**src/rtl/mem_arb_pkg.sv**
```systemverilog
`default_nettype none
// ============================================================================
// Module   : mem_arb_pkg
// Brief    : Shared types and widths for the memory port arbiter.
// Revision : 1.0 - initial release
// ============================================================================
package mem_arb_pkg;

  localparam int WORD_W   = 32;
  localparam int PC_W     = 30;
  localparam int STREAK_W = 4;   // holds MAX_DATA_STREAK up to 15
  localparam int TMO_W    = 8;   // holds TIMEOUT_CYCLES-1 up to 254

  typedef enum logic [1:0] {
    IDLE       = 2'd0,
    BUSY_FETCH = 2'd1,
    BUSY_DATA  = 2'd2
  } arb_state_t;

  typedef enum logic {
    FETCH = 1'b0,
    DATA  = 1'b1
  } req_id_t;

endpackage
`default_nettype wire

```
**src/rtl/arb_priority_sel.sv**
```systemverilog
`default_nettype none
// ============================================================================
// Module   : arb_priority_sel
// Brief    : Combinational requester selection. Data (older instruction)
//            wins unless fetch has been starved for MAX_DATA_STREAK grants.
// Revision : 1.0 - initial release
// ============================================================================
module arb_priority_sel
  import mem_arb_pkg::*;
#(
  parameter int MAX_DATA_STREAK = 4
) (
  input  logic                i_fetch_req,
  input  logic                i_data_req,
  input  logic [STREAK_W-1:0] i_streak,
  output logic                o_gnt_valid,
  output req_id_t             o_gnt_id
);

  localparam logic [STREAK_W-1:0] C_STREAK_MAX = STREAK_W'(MAX_DATA_STREAK);

  logic w_fetch_forced;

  assign w_fetch_forced = i_fetch_req && (i_streak == C_STREAK_MAX);

  // Pick a winner: data by default, fetch when data is idle or fetch is starved
  always_comb begin
    o_gnt_valid = i_fetch_req | i_data_req;
    o_gnt_id    = FETCH;
    if (i_data_req && !w_fetch_forced) begin
      o_gnt_id = DATA;
    end
  end

endmodule
`default_nettype wire

```
**src/rtl/mem_port_arbiter.sv**
```systemverilog
`default_nettype none
// ============================================================================
// Module   : mem_port_arbiter
// Brief    : Shares the single memory port between instruction fetch and
//            data access; one access in flight, variable-latency handshake,
//            zero-bubble back-to-back grants and an access timeout.
// Revision : 1.0 - initial release
// ============================================================================
module mem_port_arbiter
  import mem_arb_pkg::*;
#(
  parameter int MAX_DATA_STREAK = 4,
  parameter int TIMEOUT_CYCLES  = 64
) (
  input  logic              clk,
  input  logic              rst,
  input  logic              i_clk_enable,
  input  logic              i_fetch_req,
  input  logic [PC_W-1:0]   i_fetch_addr,
  output logic              o_fetch_gnt,
  output logic              o_fetch_valid,
  output logic [WORD_W-1:0] o_fetch_data,
  input  logic              i_data_req,
  input  logic              i_data_we,
  input  logic [WORD_W-1:0] i_data_addr,
  input  logic [WORD_W-1:0] i_data_wdata,
  output logic              o_data_gnt,
  output logic              o_data_valid,
  output logic [WORD_W-1:0] o_data_rdata,
  output logic              o_mem_req,
  output logic              o_mem_we,
  output logic [WORD_W-1:0] o_mem_addr,
  output logic [WORD_W-1:0] o_mem_wdata,
  input  logic              i_mem_ready,
  input  logic [WORD_W-1:0] i_mem_rdata,
  output logic              o_stall,
  output logic              o_bus_error
);

  localparam logic [STREAK_W-1:0] C_STREAK_MAX = STREAK_W'(MAX_DATA_STREAK);
  localparam logic [TMO_W-1:0]    C_TMO_LAST   = TMO_W'(TIMEOUT_CYCLES - 1);

  arb_state_t          r_state;
  arb_state_t          w_state_nxt;
  logic [STREAK_W-1:0] r_streak;
  logic [TMO_W-1:0]    r_tmo;
  logic                r_mem_req;
  logic                r_mem_we;
  logic [WORD_W-1:0]   r_mem_addr;
  logic [WORD_W-1:0]   r_mem_wdata;
  logic                r_fetch_valid;
  logic                r_data_valid;
  logic [WORD_W-1:0]   r_fetch_data;
  logic [WORD_W-1:0]   r_data_rdata;
  logic                r_bus_error;

  logic                w_busy;
  logic                w_timeout;
  logic                w_complete;
  logic                w_slot_free;
  logic                w_sel_valid;
  req_id_t             w_sel_id;
  logic                w_fetch_gnt;
  logic                w_data_gnt;
  logic                w_any_gnt;
  logic [WORD_W-1:0]   w_done_data;

  arb_priority_sel #(
    .MAX_DATA_STREAK (MAX_DATA_STREAK)
  ) u_sel (
    .i_fetch_req (i_fetch_req),
    .i_data_req  (i_data_req),
    .i_streak    (r_streak),
    .o_gnt_valid (w_sel_valid),
    .o_gnt_id    (w_sel_id)
  );

  // An access ends either on mem_ready or when the wait limit is hit; a
  // ready on the limit cycle is a normal completion.
  assign w_busy      = (r_state != IDLE);
  assign w_timeout   = w_busy && !i_mem_ready && (r_tmo == C_TMO_LAST);
  assign w_complete  = w_busy && (i_mem_ready || w_timeout);
  assign w_slot_free = (r_state == IDLE) || w_complete;

  // Grants are only meaningful on enabled cycles, when the port can be reloaded
  assign w_fetch_gnt = i_clk_enable && w_slot_free && w_sel_valid && (w_sel_id == FETCH);
  assign w_data_gnt  = i_clk_enable && w_slot_free && w_sel_valid && (w_sel_id == DATA);
  assign w_any_gnt   = w_fetch_gnt | w_data_gnt;

  // Stores and aborted accesses return zero instead of bus data
  assign w_done_data = (w_timeout || r_mem_we) ? '0 : i_mem_rdata;

  // State register
  always_ff @(posedge clk) begin
    if (rst) begin
      r_state <= IDLE;
    end else if (i_clk_enable) begin
      r_state <= w_state_nxt;
    end
  end

  // Next state: a new grant takes priority over returning to IDLE
  always_comb begin
    w_state_nxt = r_state;
    if (w_fetch_gnt) begin
      w_state_nxt = BUSY_FETCH;
    end else if (w_data_gnt) begin
      w_state_nxt = BUSY_DATA;
    end else if (w_complete) begin
      w_state_nxt = IDLE;
    end
  end

  // Memory port, response capture, timeout counter and sticky error
  always_ff @(posedge clk) begin
    if (rst) begin
      r_mem_req     <= 1'b0;
      r_mem_we      <= 1'b0;
      r_mem_addr    <= '0;
      r_mem_wdata   <= '0;
      r_fetch_valid <= 1'b0;
      r_data_valid  <= 1'b0;
      r_fetch_data  <= '0;
      r_data_rdata  <= '0;
      r_bus_error   <= 1'b0;
      r_tmo         <= '0;
    end else if (i_clk_enable) begin
      r_fetch_valid <= 1'b0;
      r_data_valid  <= 1'b0;
      if (w_complete) begin
        if (r_state == BUSY_FETCH) begin
          r_fetch_valid <= 1'b1;
          r_fetch_data  <= w_done_data;
        end else begin
          r_data_valid  <= 1'b1;
          r_data_rdata  <= w_done_data;
        end
        if (w_timeout) begin
          r_bus_error <= 1'b1;
        end
      end
      if (w_any_gnt) begin
        r_mem_req   <= 1'b1;
        r_mem_addr  <= w_fetch_gnt ? {i_fetch_addr, 2'b00} : i_data_addr;
        r_mem_we    <= w_data_gnt & i_data_we;
        r_mem_wdata <= w_data_gnt ? i_data_wdata : '0;
        r_tmo       <= '0;
      end else if (w_complete) begin
        r_mem_req <= 1'b0;
        r_mem_we  <= 1'b0;
        r_tmo     <= '0;
      end else if (w_busy) begin
        r_tmo <= r_tmo + TMO_W'(1);
      end
    end
  end

  // Count data grants that bypass a waiting fetch; saturate at the limit
  always_ff @(posedge clk) begin
    if (rst) begin
      r_streak <= '0;
    end else if (i_clk_enable) begin
      if (w_fetch_gnt) begin
        r_streak <= '0;
      end else if (w_data_gnt) begin
        if (!i_fetch_req) begin
          r_streak <= '0;
        end else if (r_streak != C_STREAK_MAX) begin
          r_streak <= r_streak + STREAK_W'(1);
        end
      end
    end
  end

  assign o_fetch_gnt   = w_fetch_gnt;
  assign o_data_gnt    = w_data_gnt;
  assign o_fetch_valid = r_fetch_valid;
  assign o_fetch_data  = r_fetch_data;
  assign o_data_valid  = r_data_valid;
  assign o_data_rdata  = r_data_rdata;
  assign o_mem_req     = r_mem_req;
  assign o_mem_we      = r_mem_we;
  assign o_mem_addr    = r_mem_addr;
  assign o_mem_wdata   = r_mem_wdata;
  assign o_bus_error   = r_bus_error;
  assign o_stall       = ((i_fetch_req | i_data_req) & ~w_any_gnt) | w_busy;

endmodule
`default_nettype wire

```
**config.mk**
```make
export PLATFORM = sky130hd
export DESIGN_NAME = mem_port_arbiter
export DESIGN_NICKNAME = d
export VERILOG_FILES = /design/src/rtl/mem_arb_pkg.sv /design/src/rtl/arb_priority_sel.sv /design/src/rtl/mem_port_arbiter.sv
export SDC_FILE = /design/constraint.sdc
export NUM_CORES = 1
export LEC_CHECK = 0
export CORE_UTILIZATION = 40
export CTS_CLUSTER_SIZE = 28
export DETAILED_ROUTE_END_ITERATION = 7
export HOLD_SLACK_MARGIN = 0.12
export PLACE_DENSITY_LB_ADDON = 0.15
export RECOVER_POWER = 50
export SLEW_MARGIN = 0
export SYNTH_ARGS = -nofsm -noshare
export SYNTH_HDL_FRONTEND = slang
export SYNTH_SLANG_ARGS = --single-unit
```
**constraint.sdc**
```tcl
create_clock -name clk -period 2.2 [get_ports clk]
set_input_delay 0.33 -clock clk [delete_from_list [all_inputs] [get_ports clk]]
set_output_delay 0.33 -clock clk [all_outputs]
set_load 0.01 [all_outputs]
```
Word-level counts from Yosys, hierarchy flattened
Index checks and enable logic that the tools add are counted.
{"block": "word_totals", "reg_bits": 147, "input_bits": 133, "out_inout_bits": 136, "elab_cells": 76}
{"block": "classes", "addsub": 2, "eq_ne": 5, "mux": 21, "bitwise_logic": 8, "n_reduce_logical": 28}
{"cell": "32-bit two-way mux", "count": 3}
{"cell": "8-bit two-way mux", "count": 3}
{"cell": "4-bit two-way mux", "count": 4}
{"cell": "3-bit AND reduction", "count": 4}
{"cell": "1-bit logical AND", "count": 9}
{"cell": "8-bit by 1-bit adder with 8-bit output, second input constant", "count": 1}
{"cell": "8-bit by 6-bit equality test with 1-bit output, second input constant", "count": 1}
{"cell": "1-bit two-way mux", "count": 8}
{"cell": "2-bit AND reduction", "count": 4}
{"cell": "2-bit two-way mux", "count": 3}
{"cell": "2-bit nonzero test", "count": 3}
{"cell": "3-bit nonzero test", "count": 2}
{"cell": "4-bit by 1-bit adder with 4-bit output, second input constant", "count": 1}
{"cell": "4-bit by 3-bit equality test with 1-bit output, second input constant", "count": 1}
{"cell": "4-bit by 3-bit inequality test with 1-bit output, second input constant", "count": 1}
{"cell": "1-bit logical OR", "count": 3}
{"cell": "3-bit by 1-bit inequality test with 1-bit output, second input constant", "count": 1}
{"cell": "1-bit NOT", "count": 3}
{"cell": "1-bit OR", "count": 3}
{"cell": "1-bit bitwise AND", "count": 2}
{"cell": "2-bit by 1-bit equality test with 1-bit output, second input constant", "count": 1}
{"cell": "1-bit zero test", "count": 2}
{"cell": "2-bit zero test", "count": 1}

Logic depth before layout (Yosys ltp)
Gate-level depths: netlist (run 1).
{"block": "logic_depth", "ltp_word": 13, "mapped_depth": 8, "depth_no_buf": 6}

Cells and area by module
From an unflattened synthesis (run 1), not the netlist that was laid out.
{"block": "hier_totals", "hier_cells": 650, "hier_area_um2": 6221.0}
{"mod": "mem_port_arbiter", "instances": 1, "cells_each": 647, "area_per_inst_um2": 6198.4, "seq_area_each_um2": 2942.8}
{"mod": "arb_priority_sel", "instances": 1, "cells_each": 3, "area_per_inst_um2": 22.5, "seq_area_each_um2": 0.0}

Worst setup path after synthesis (run 1)
Ideal clock, no wire load.
{"block": "synth_timing", "path_type": "register to output", "start": "reg r_tmo[0]", "end": "out o_fetch_gnt", "t_arrival_ns": 1.454, "required_ns": 1.870, "slack_ns": 0.416, "path_stages_with_launch": 8, "n_path_buf": 2, "cell_sequence": "dfxtp_1 -> ha_1 -> and4bb_4 -> a22o_4 -> buf_6 -> buf_4 -> nand3_1 -> inv_1"}
{"block": "synth_via", "elab_chain_cells": 8}
{"element": "start, declared", "line": "mem_port_arbiter.sv:46", "text": "logic [TMO_W-1:0] r_tmo;"}
{"element": "start signal, assigned", "line": "mem_port_arbiter.sv:153", "text": "r_tmo <= r_tmo + TMO_W'(1);"}
{"element": "8-bit by 6-bit equality test with 1-bit output", "line": "mem_port_arbiter.sv:81", "text": "assign w_timeout = w_busy && !i_mem_ready && (r_tmo == C_TMO_LAST);"}
{"element": "1-bit logical AND", "line": "mem_port_arbiter.sv:81"}
{"element": "1-bit logical OR", "line": "mem_port_arbiter.sv:82", "text": "assign w_complete = w_busy && (i_mem_ready || w_timeout);"}
{"element": "1-bit logical AND", "line": "mem_port_arbiter.sv:82"}
{"element": "1-bit logical OR", "line": "mem_port_arbiter.sv:83", "text": "assign w_slot_free = (r_state == IDLE) || w_complete;"}
{"element": "1-bit logical AND (3 in a row)", "line": "mem_port_arbiter.sv:86", "text": "assign w_fetch_gnt = i_clk_enable && w_slot_free && w_sel_valid && (w_sel_id == FETCH);"}
{"element": "end, declared", "line": "mem_port_arbiter.sv:20", "text": "output logic o_fetch_gnt,"}
No other way between the ends.

Final worst setup path (run 1)
{"block": "layout_timing", "start": "reg r_tmo[1]", "end": "out o_fetch_gnt"}
The elaborated chain is that of the path after synthesis.

==> flow_summary.toml, run 1 <==
[critical_path]
arrival_ns = 1.78
required_ns = 1.87
rrSetupSlack_ns = 0.12
cp-end-kind = "output pin"
crit_path_max_fanout = 4
crit_type = "flop to output pin"
reg2regPathDepth = 7
cp-start-kind = "flop"

[sta]
clock_skew_ns = 0.01100
setup_violations = 0
slew_headroom = 0.5309
fin_crit_sh = 0.9611
maxSlewViolCount = 0
rsz0062_at_grt = "false"
hold_violations = 0
fin_hold_ws_ns = 0.2911
timing.fmax_mhz = 472.9
tightest_slew_ns = 0.6961
period_minus_slack_ns = 2.114

[global_route]
groute.usage.overall = 0.2255
grt_max_degree = 126
antenna_found_initial = 1
grt-ovfl-total = 0
grt_pass1_wl_mm = 29.65
first_global_vias = 6032

[logic_synthesis]
ys_types = 47
synth-async-reset-ratio = 0
synth_edf_count = 0
syn_area_per_cell_um2 = 9.373
netlist_instances = 694
syn_nets = 830
netlist_area_um2 = 6505
ys_ff_latch = 147
seq_area_frac_synth = 0.4524
synth_warnings = 0
yosys_most_used_dff = "dfxtp_1"

[clock_network]
insertion_delay_ns = 0.42
cts_setup_buffers = 0
cts_sinks = 147
htreeDepth = 4
numCtsBuffers = 17
clockRootBuffer = "clkbuf_16"
cts_tree = "done"
cts.reportedPaths.clkPinSlew_ns = 0.06
clockBufferDepth = 2
ctsHoldBuffers = 0

[placement]
place_congestion = 0.8380
placed_cells = 1136
dp_hpwl_mm = 12.93
dpl_cell_area_um2 = 9295
port_buffers = 268

[status]
status = "finished, final reports clean"

[drt]
route.vias.total = 6033
dr.first_iter.drc_count = 250
first_pass_iters = 5
vias_per_cell = 5.170
routed_wirelength_mm = 18.96
antenna_left = 0
drt-wirelength-per-cell_um = 16.24
drc = 0

[power]
power.total_w = 0.006818
total_leakage_power_nw = 4.084
power_switching_w = 0.001627
seqPwrFrac = 0.412
clock_power_share = 0.447
switching_share = 0.2386
powerDensity_nw_per_um2 = 687.5
peakVddDrop_mv = 0.4871
p_comb_frac = 0.141
p_int_w = 0.005191

[floorplanning]
row_count = 46
die_area_um2 = 16780
io_pins = 269
start_util = 0.4095
die_height_um = 129.5
die_w_um = 129.5
core_region_area_um2 = 15890

[cells_and_area]
nets = 1075
final_common_cell = "dfxtp_1"
final_cell_mix = "144 x dfxtp_1, 133 x dlygate4sd3_1, 131 x clkdlybuf4s50_1, 89 x nand2_1, 73 x a21oi_1"
antenna_cells = 0
postLayoutCellArea_um2 = 9917
instances_no_fill = 1167
drive_above_1_share = 0.1009
area_growth_pct = 52.45

[hold_path]
holdPathStages = 2
min_path_type = "primary input to flop"

[flow_run]
cap_viol_max_count = 0
## registers in the layout, indices dropped and copies added, names as in the netlist
signal	flops
o_mem_addr	32
r_streak	4
o_data_rdata	32
o_fetch_data	32
o_bus_error	1
o_mem_wdata	32
r_state	2
r_tmo	8
o_data_valid	1
o_fetch_valid	1
o_mem_we	1
o_mem_req	1
## path summary, 6_finish.rpt
check	endpoint	start
min reg2reg	o_mem_req	o_mem_req
max reg2reg	o_mem_addr[18]	r_tmo[1]
max	o_fetch_gnt	r_tmo[1]
min	r_tmo[0]	rst
## layout make-up
cell class,count,area (µm²)
fillers,1367,5968
multi-input cells,471,3087
repair buffers,295,2963
flip-flops and latches,147,2947
clock buffers,18,439.2
well taps,216,270.3
clock inverters,13,185.2
inverters,7,26.28
## power by group through the flow
stage                     Clock (W)  Sequential (W)  Combinational [W]
after floorplan                   0         0.00291           0.000424
after global placement            0         0.00287           0.000980
after detailed placement          0         0.00287            0.00100
after CTS                   0.00312         0.00281            0.00100
after global routing        0.00322         0.00282            0.00103
final                       0.00305         0.00281           0.000960
## kinds of logic (layout without fill, tap and decap cells)
| group | after synthesis | count (layout) | synth area share |
|---|---|---|---|
| AOI/OAI and AO/OA | 160 | 160 | 0.1666 |
| xor gates and xnor gates | 6 | 6 | 0.008080 |
| muxes | 64 | 64 | 0.09848 |
| buffers and inverters | 76 | 333 | 0.07425 |
| adders and majority gates | 3 | 3 | 0.005771 |
| DFF | 147 | 147 | 0.4524 |
| and+or+nand+nor | 238 | 238 | 0.1945 |
## layer usage
layer  GRT usage  vias to the layer above  wire length (µm)
li1            -                     2946                 -
met1      0.2507                     2847              7508
met2      0.3960                      216              9615
met3     0.07845                       22              1538
met4     0.08550                        2               281
met5           0                        -                13
## repair_timing
item                                    CTS  global route
pin swaps                                 0             0
gates resized for setup                   5             3
endpoints found under the setup margin    3             2
## worst max-delay path, cell delays in order (launching register included)
cell and delay (ns):
dfxtp_1 0.35, ha_4 0.18, and4bb_4 0.20, a22o_4 0.23, nand3_1 0.10, inv_1 0.05
dlygate4sd2_1 0.28
## metrics by stage
stage / setup WS (ns) / utilization / setup TNS [ns]
after floorplan: 0.4157 / - / 0
after CTS: 0.03287 / 0.6244 / 0
final: 0.08559 / 0.6243 / 0
after global placement: 0.0007059 / 0.5851 / 0
after detailed placement: -0.1235 / 0.5851 / -0.7662
after global routing: 0.003375 / 0.6243 / 0
## synth_stat cells (3+ instances only)
cell | n | area (µm²)
a21oi_1 | 73 | 365.4
a311oi_1 | 22 | 192.7
a311oi_2 | 9 | 135.1
buf_12 | 3 | 60.06
buf_2 | 20 | 100.1
buf_4 | 5 | 37.54
buf_6 | 14 | 157.7
clkbuf_1 | 26 | 97.59
dfxtp_1 | 147 | 2943
ha_1 | 3 | 37.54
inv_1 | 7 | 26.28
mux2i_1 | 64 | 640.6
nand2_1 | 89 | 334.1
nand2_2 | 10 | 62.56
nand2b_1 | 65 | 406.6
nand3_1 | 5 | 25.02
nand4_1 | 41 | 256.5
nor2_1 | 13 | 48.80
nor3_1 | 3 | 15.01
o21ai_0 | 37 | 185.2
o21ai_1 | 4 | 20.02
xnor2_1 | 3 | 26.28
xor2_1 | 3 | 26.28
Power figures use the tool's default switching activity.
==> run 2, diff against run 1 <==
- PLACE_DENSITY: default -> 0.76
- PLACE_DENSITY_LB_ADDON: 0.15 -> default
==> run 2 against run 1 <==
Largest cell class unchanged. Highest routed layer unchanged. Clock power up 2%. Worst hold slack gained 0.044 ns. Setup slack worse by 0.024 ns. Via count down 0.78%. Design area is 0.37% higher. Die area is the same. Register-to-register slack improved by 0.16 ns. Fmax decreased by 1.1%.
==> flow_summary.toml, run 2 (synthesis results as in run 1) <==
[placement]
port_buffers = 268
placed_cells = 1140
dp_hpwl_mm = 13.05
place_congestion = 0.8078

[clock_network]
cts.reportedPaths.clkPinSlew_ns = 0.06
cts_tree = "done"
htreeDepth = 4
clockRootBuffer = "clkbuf_16"
cts_sinks = 147
clockBufferDepth = 2
cts_setup_buffers = 0
ctsHoldBuffers = 0
insertion_delay_ns = 0.42
numCtsBuffers = 17

[power]
switching_share = 0.2477
powerDensity_nw_per_um2 = 691.0
total_leakage_power_nw = 4.127
clock_power_share = 0.452
peakVddDrop_mv = 0.5287
p_comb_frac = 0.140
power_switching_w = 0.001703
p_int_w = 0.005174
seqPwrFrac = 0.408

[critical_path]
cp-end-kind = "output pin"
required_ns = 1.87
reg2regPathDepth = 7
r2r_start = "r_tmo[1]"
arrival_ns = 1.81
r2r-end = "o_fetch_data[14]"
cp-start-kind = "flop"
crit_type = "flop to output pin"
rrSetupSlack_ns = 0.28
crit_path_max_fanout = 4

[floorplanning]
io_pins = 269
die_w_um = 129.5
row_count = 46
die_area_um2 = 16780
die_height_um = 129.5
core_region_area_um2 = 15890
start_util = 0.4095

[drt]
antenna_left = 0
drc = 0
drt-wirelength-per-cell_um = 16.38
vias_per_cell = 5.108
routed_wirelength_mm = 19.19
dr.first_iter.drc_count = 332
first_pass_iters = 4
route.vias.total = 5986

[cells_and_area]
drive_above_1_share = 0.1067
antenna_cells = 0
area_growth_pct = 53.01
nets = 1079
final_cell_mix = "145 x dfxtp_1, 133 x dlygate4sd3_1, 131 x clkdlybuf4s50_1, 89 x nand2_1, 73 x a21oi_1"
final_common_cell = "dfxtp_1"
instances_no_fill = 1172

[hold_path]
worstHoldStart = "rst"
hold_end = "o_bus_error"
min_path_type = "primary input to flop"
holdPathStages = 2

[sta]
maxSlewViolCount = 0
timing.fmax_mhz = 467.6
period_minus_slack_ns = 2.139
clock_skew_ns = 0.009981
slew_headroom = 0.5520
fin_hold_ws_ns = 0.3349
hold_violations = 0
rsz0062_at_grt = "false"
setup_violations = 0
tightest_slew_ns = 0.6720
fin_crit_sh = 0.9721

[global_route]
antenna_found_initial = 1
grt_max_degree = 74
first_global_vias = 5787
grt-ovfl-total = 0
groute.usage.overall = 0.2314
grt_pass1_wl_mm = 29.98

[flow_run]
cap_viol_max_count = 0

[status]
status = "finished, final reports clean"
==> run 2: how the worst max path moves through the flow <==
stage | start | to | slack (ns) | cells after the start
6_report | r_tmo[0] | o_fetch_gnt | 0.06 | 6
5_1_grt | r_tmo[0] | o_fetch_gnt | 0.008 | 6
4_1_cts | r_tmo[0] | o_data_gnt | 0.04 | 6
3_5_place_dp | i_data_req | o_stall | -0.006 | 5
3_3_place_gp | i_clk_enable | o_fetch_gnt | 0.03 | 6
2_1_floorplan | r_tmo[0] | o_fetch_gnt | 0.42 | 7
==> run 2: power by group through the flow <==
stage                     sequential [W]  clock [W]  combinational [W]
after global placement           0.00286          0            0.00100
after detailed placement         0.00287          0            0.00100
after global routing             0.00281    0.00328            0.00105
after floorplan                  0.00291          0           0.000424
after CTS                        0.00281    0.00317            0.00100
final                            0.00280    0.00311           0.000965
==> run 2: timing repair <==
| action | CTS | global route |
|---|---|---|
| pin swaps | 0 | 0 |
| setup endpoints to repair | 3 | 1 |
| resized for setup | 6 | 1 |
==> run 2: metal layers <==
metal  up-vias  wire length, µm  part of all wire  GRT usage
met5         -               13           0.00068          0
met4         2              254             0.013    0.07319
met3        19             1856             0.097    0.08794
met2       234             9141              0.48     0.3890
met1      2772             7927              0.41     0.2722
li1       2959                -                 -          -
==> run 2: worst max-delay path, stage by stage, from the launching register on <==
cell	delay, ns
dfxtp_2	0.34
ha_2	0.20
and4bb_4	0.20
a22o_4	0.23
nand3_1	0.10
inv_1	0.04
dlygate4sd2_1	0.27
==> run 2: through the flow <==
| step | worst slack (ns) | total power (W) | utilization | setup TNS (ns) | cell area [µm²] |
|---|---|---|---|---|---|
| floorplan | 0.4157 | 0.003329 | - | 0 | 6505 |
| global placement | 0.03191 | 0.003865 | 0.5862 | 0 | 9313 |
| detailed placement | -0.006158 | 0.003868 | 0.5862 | -0.01143 | 9313 |
| CTS | 0.04039 | 0.006981 | 0.6264 | 0 | 9951 |
| global route | 0.008308 | 0.007140 | 0.6266 | 0 | 9953 |
| finish | 0.06147 | 0.006877 | 0.6266 | 0 | 9953 |
==> run 2: area by class of cell <==
class                           instances  area, µm²
Multi-Input combinational cell        471       3093
Clock inverter                         12      170.2
Fill cell                            1381       5932
Sequential cell                       147       2945
Timing Repair Buffer                  299       2982
Inverter                                7      26.28
Tap cell                              216      270.3
Clock buffer                           20      466.7
==> edit: new RTL, flow settings as in run 1 <==
The 3 states of `arb_state_t` get a one-hot encoding in 3 bits.
--- a/src/rtl/mem_arb_pkg.sv
+++ b/src/rtl/mem_arb_pkg.sv
@@ -12,8 +12,8 @@
   localparam int TMO_W    = 8;   // holds TIMEOUT_CYCLES-1 up to 254
 
-  typedef enum logic [1:0] {
-    IDLE       = 2'd0,
-    BUSY_FETCH = 2'd1,
-    BUSY_DATA  = 2'd2
+  typedef enum logic [2:0] {
+    IDLE       = 3'b001,
+    BUSY_FETCH = 3'b010,
+    BUSY_DATA  = 3'b100
   } arb_state_t;
 
Function: no difference found for any inputs over 4 cycles, from zero or initial values and one cycle with rst high; so few cycles prove little.
==> edit against run 1 <==
- largest power group is now registers
- sequential cell count grew 1
- synthesized area decreased by 7.6%
- first-iteration DRC count is 23% lower
- worst setup slack got worse by 0.0089 ns
- via count decreased by 14%
- design area fell by 4.5%
- critical endpoint unchanged
- highest routed layer is now met4
- power is 4.2% lower
- wire length is 9.9% lower
==> edit: results (changes against run 1) <==
{| class="wikitable"
! Metric !! Value
|-
| Clock tree root buffer cell || clkbuf_16
|-
| Via count of the first global-routing pass || 5304 (-12%)
|-
| Slowest Stage Delay on Critical Path || 0.36 ns
|-
| Hold Path Depth || 2 (unchanged)
|-
| Count of input and output buffers || 268 (unchanged)
|-
| Number of diodes added for antenna fixing || 0 (unchanged)
|-
| Buffers from clock root to sink, at most || 2 (unchanged)
|-
| Arrival time reported for the critical path endpoint || between 1.5 and 2 ns
|-
| Iteration-0 DRC Markers || 192 (-23%)
|-
| Number of antenna violations at the first check in global routing || 0 (-1)
|-
| First-pass iteration count of the detailed router || 4 (-1)
|-
| Worst r2r path cells || 8 (+1)
|-
| Total clock buffers created by CTS || 17 (unchanged)
|-
| Class of the worst hold path || flip-flop to flip-flop
|-
| Critical-path maximum fanout || 5 (+1)
|-
| Total grt overflow || 0 (unchanged)
|-
| Largest clock skew in the final design || 0.00730 ns (-0.00370 ns)
|-
| Relative slew margins || 0.627 (+0.0962)
|-
| Register clock-pin slew on the reported worst setup and hold paths || 0.06 ns (about the same)
|-
| Share of the yosys chip area belonging to registers || 0.493 (+0.0404)
|-
| Critical-path cell with the highest stage delay || dfxtp_4
|-
| Via total after detailed routing || 5193 (-14%)
|-
| Post-CTS setup buffer count || 0 (unchanged)
|-
| Synthesized net count || 672 (-19%)
|-
| Async set-or-reset flop fraction in the synthesized netlist || 0 (unchanged)
|-
| Cell types with the largest area share after synthesis || dfxtp_1 (49%), a22o_1 (14%), mux2i_1 (11%)
|-
| Total half-perimeter wirelength after legalization and detailed placement || 12.0 mm (-6.8%)
|-
| Total GRT Usage || 0.224 (-0.00174)
|-
| Worst vdd ir || 0.000461 V (-5.4%)
|-
| Run status || finished, final reports clean
|-
| H-tree Lvls || 4 (unchanged)
|-
| Proportion of layout cells with a drive suffix above 1 || 0.127 (+0.0263)
|-
| Pin count of the biggest net entering global routing || 72 (-43%)
|-
| First-pass GRT wire length || 27.7 mm (-6.7%)
|-
| Most numerous cell types in the synthesized netlist || dfxtp_1 (148), a22o_1 (95), nand2b_1 (65)
|-
| Insertion delay of the later-clocked pin in the worst-skew pair || 0.42 ns (about the same)
|-
| Leakage power total || 4.15 nW (+1.7%)
|-
| Final-stage net count || 940 (-13%)
|-
| Fillcell total || 1127 (-18%)
|-
| Post-detailed-route wirelength per cell || 17.1 µm (+5.0%)
|-
| Final weighted congestion of routability-driven global placement || 0.808 (-3.6%)
|-
| Number of distinct library cells after synthesis || 59 (+26%)
|}
-- edit: cell types whose count changed in the layout (fill, tap and decap cells not counted), sizes merged, moves of 4 or more --
cell,change
a22o,+94
nor2,-7
o21ai,-36
nand2,-61
inv,+4
a311oi,-31
nand4,-38
buf,-6
a21oi,-64
-- edit: per-stage QoR --
stage / cell area (µm²) / total power, mW / worst slack, ns / hold slack, ns / cells
after floorplan: 6010 / 3.32 / 0.281 / 0.455 / 536
after global placement: 8890 / 3.85 / -0.0351 / 0.457 / 969
after detailed placement: 8890 / 3.87 / -0.0432 / 0.465 / 969
after CTS: 9480 / 6.64 / -0.0125 / 0.423 / 1001
after global routing: 9470 / 6.80 / -0.00815 / 0.489 / 1001
final: 9470 / 6.53 / 0.0767 / 0.464 / 1001
-- edit: worst max-delay path: cells and delay by family, from the launching register on --
| family | cells | cell delay (ns) |
|---|---|---|
| flops | 1 | 0.36 |
| compound gates | 1 | 0.31 |
| simple gates | 2 | 0.29 |
| buf+inv | 1 | 0.23 |
| fa+ha+maj | 1 | 0.18 |
-- edit: timing repair --
| item | CTS | global route |
|---|---|---|
| setup endpoints to repair | 2 | 3 |
| hold buffers | 0 | 0 |
| pin swaps | 0 | 3 |
| gates cloned | 0 | 0 |
| resized for setup | 7 | 6 |
-- edit: worst paths after layout --
check | endpoint | slack (ns) | start
max | o_fetch_gnt | 0.08 | r_tmo[0]$_SDFFE_PP0P_
min | o_data_rdata[26]$_SDFFE_PP0P_ | 0.46 | o_data_rdata[26]$_SDFFE_PP0P_
max reg2reg | o_mem_wdata[24]$_SDFFE_PP0P_ | 0.19 | r_streak[0]$_SDFFE_PP0P_
min reg2reg | o_data_rdata[26]$_SDFFE_PP0P_ | 0.46 | o_data_rdata[26]$_SDFFE_PP0P_
-- edit: cell families after synthesis --
group,share of synthesized area
multiplexers,0.108
AND/OR/NAND/NOR,0.147
buffers and inverters,0.0539
flip-flops,0.493
XOR/XNOR,0.00437
AO/OA/AOI/OAI,0.187
adder cells (fa/ha/maj),0.00624
-- edit: per-layer routing --
metal / share of wire / up-vias / GRT usage
li1: - / 2478 / -
met5: 0 / - / 0
met1: 0.40 / 2462 / 0.248
met2: 0.49 / 216 / 0.385
met3: 0.088 / 37 / 0.0833
met4: 0.023 / 0 / 0.0893
-- edit: cell type report --
type / count / area (µm²) / area share
repair buffers: 291 / 2930 / 0.310
flip-flops and latches: 148 / 2970 / 0.314
multi-input cells: 340 / 2740 / 0.290
clock inverters: 15 / 148 / 0.0156
clock buffers: 17 / 425 / 0.0449
well taps: 184 / 230 / 0.0243
inverters: 6 / 22.5 / 0.00238
-- edit: report_power, final --
group,total (mW),switching [mW],internal (mW)
clock,2.76,1.18,1.58
sequential,2.84,0.0555,2.78
combinational,0.929,0.386,0.543
total,6.53,1.62,4.91
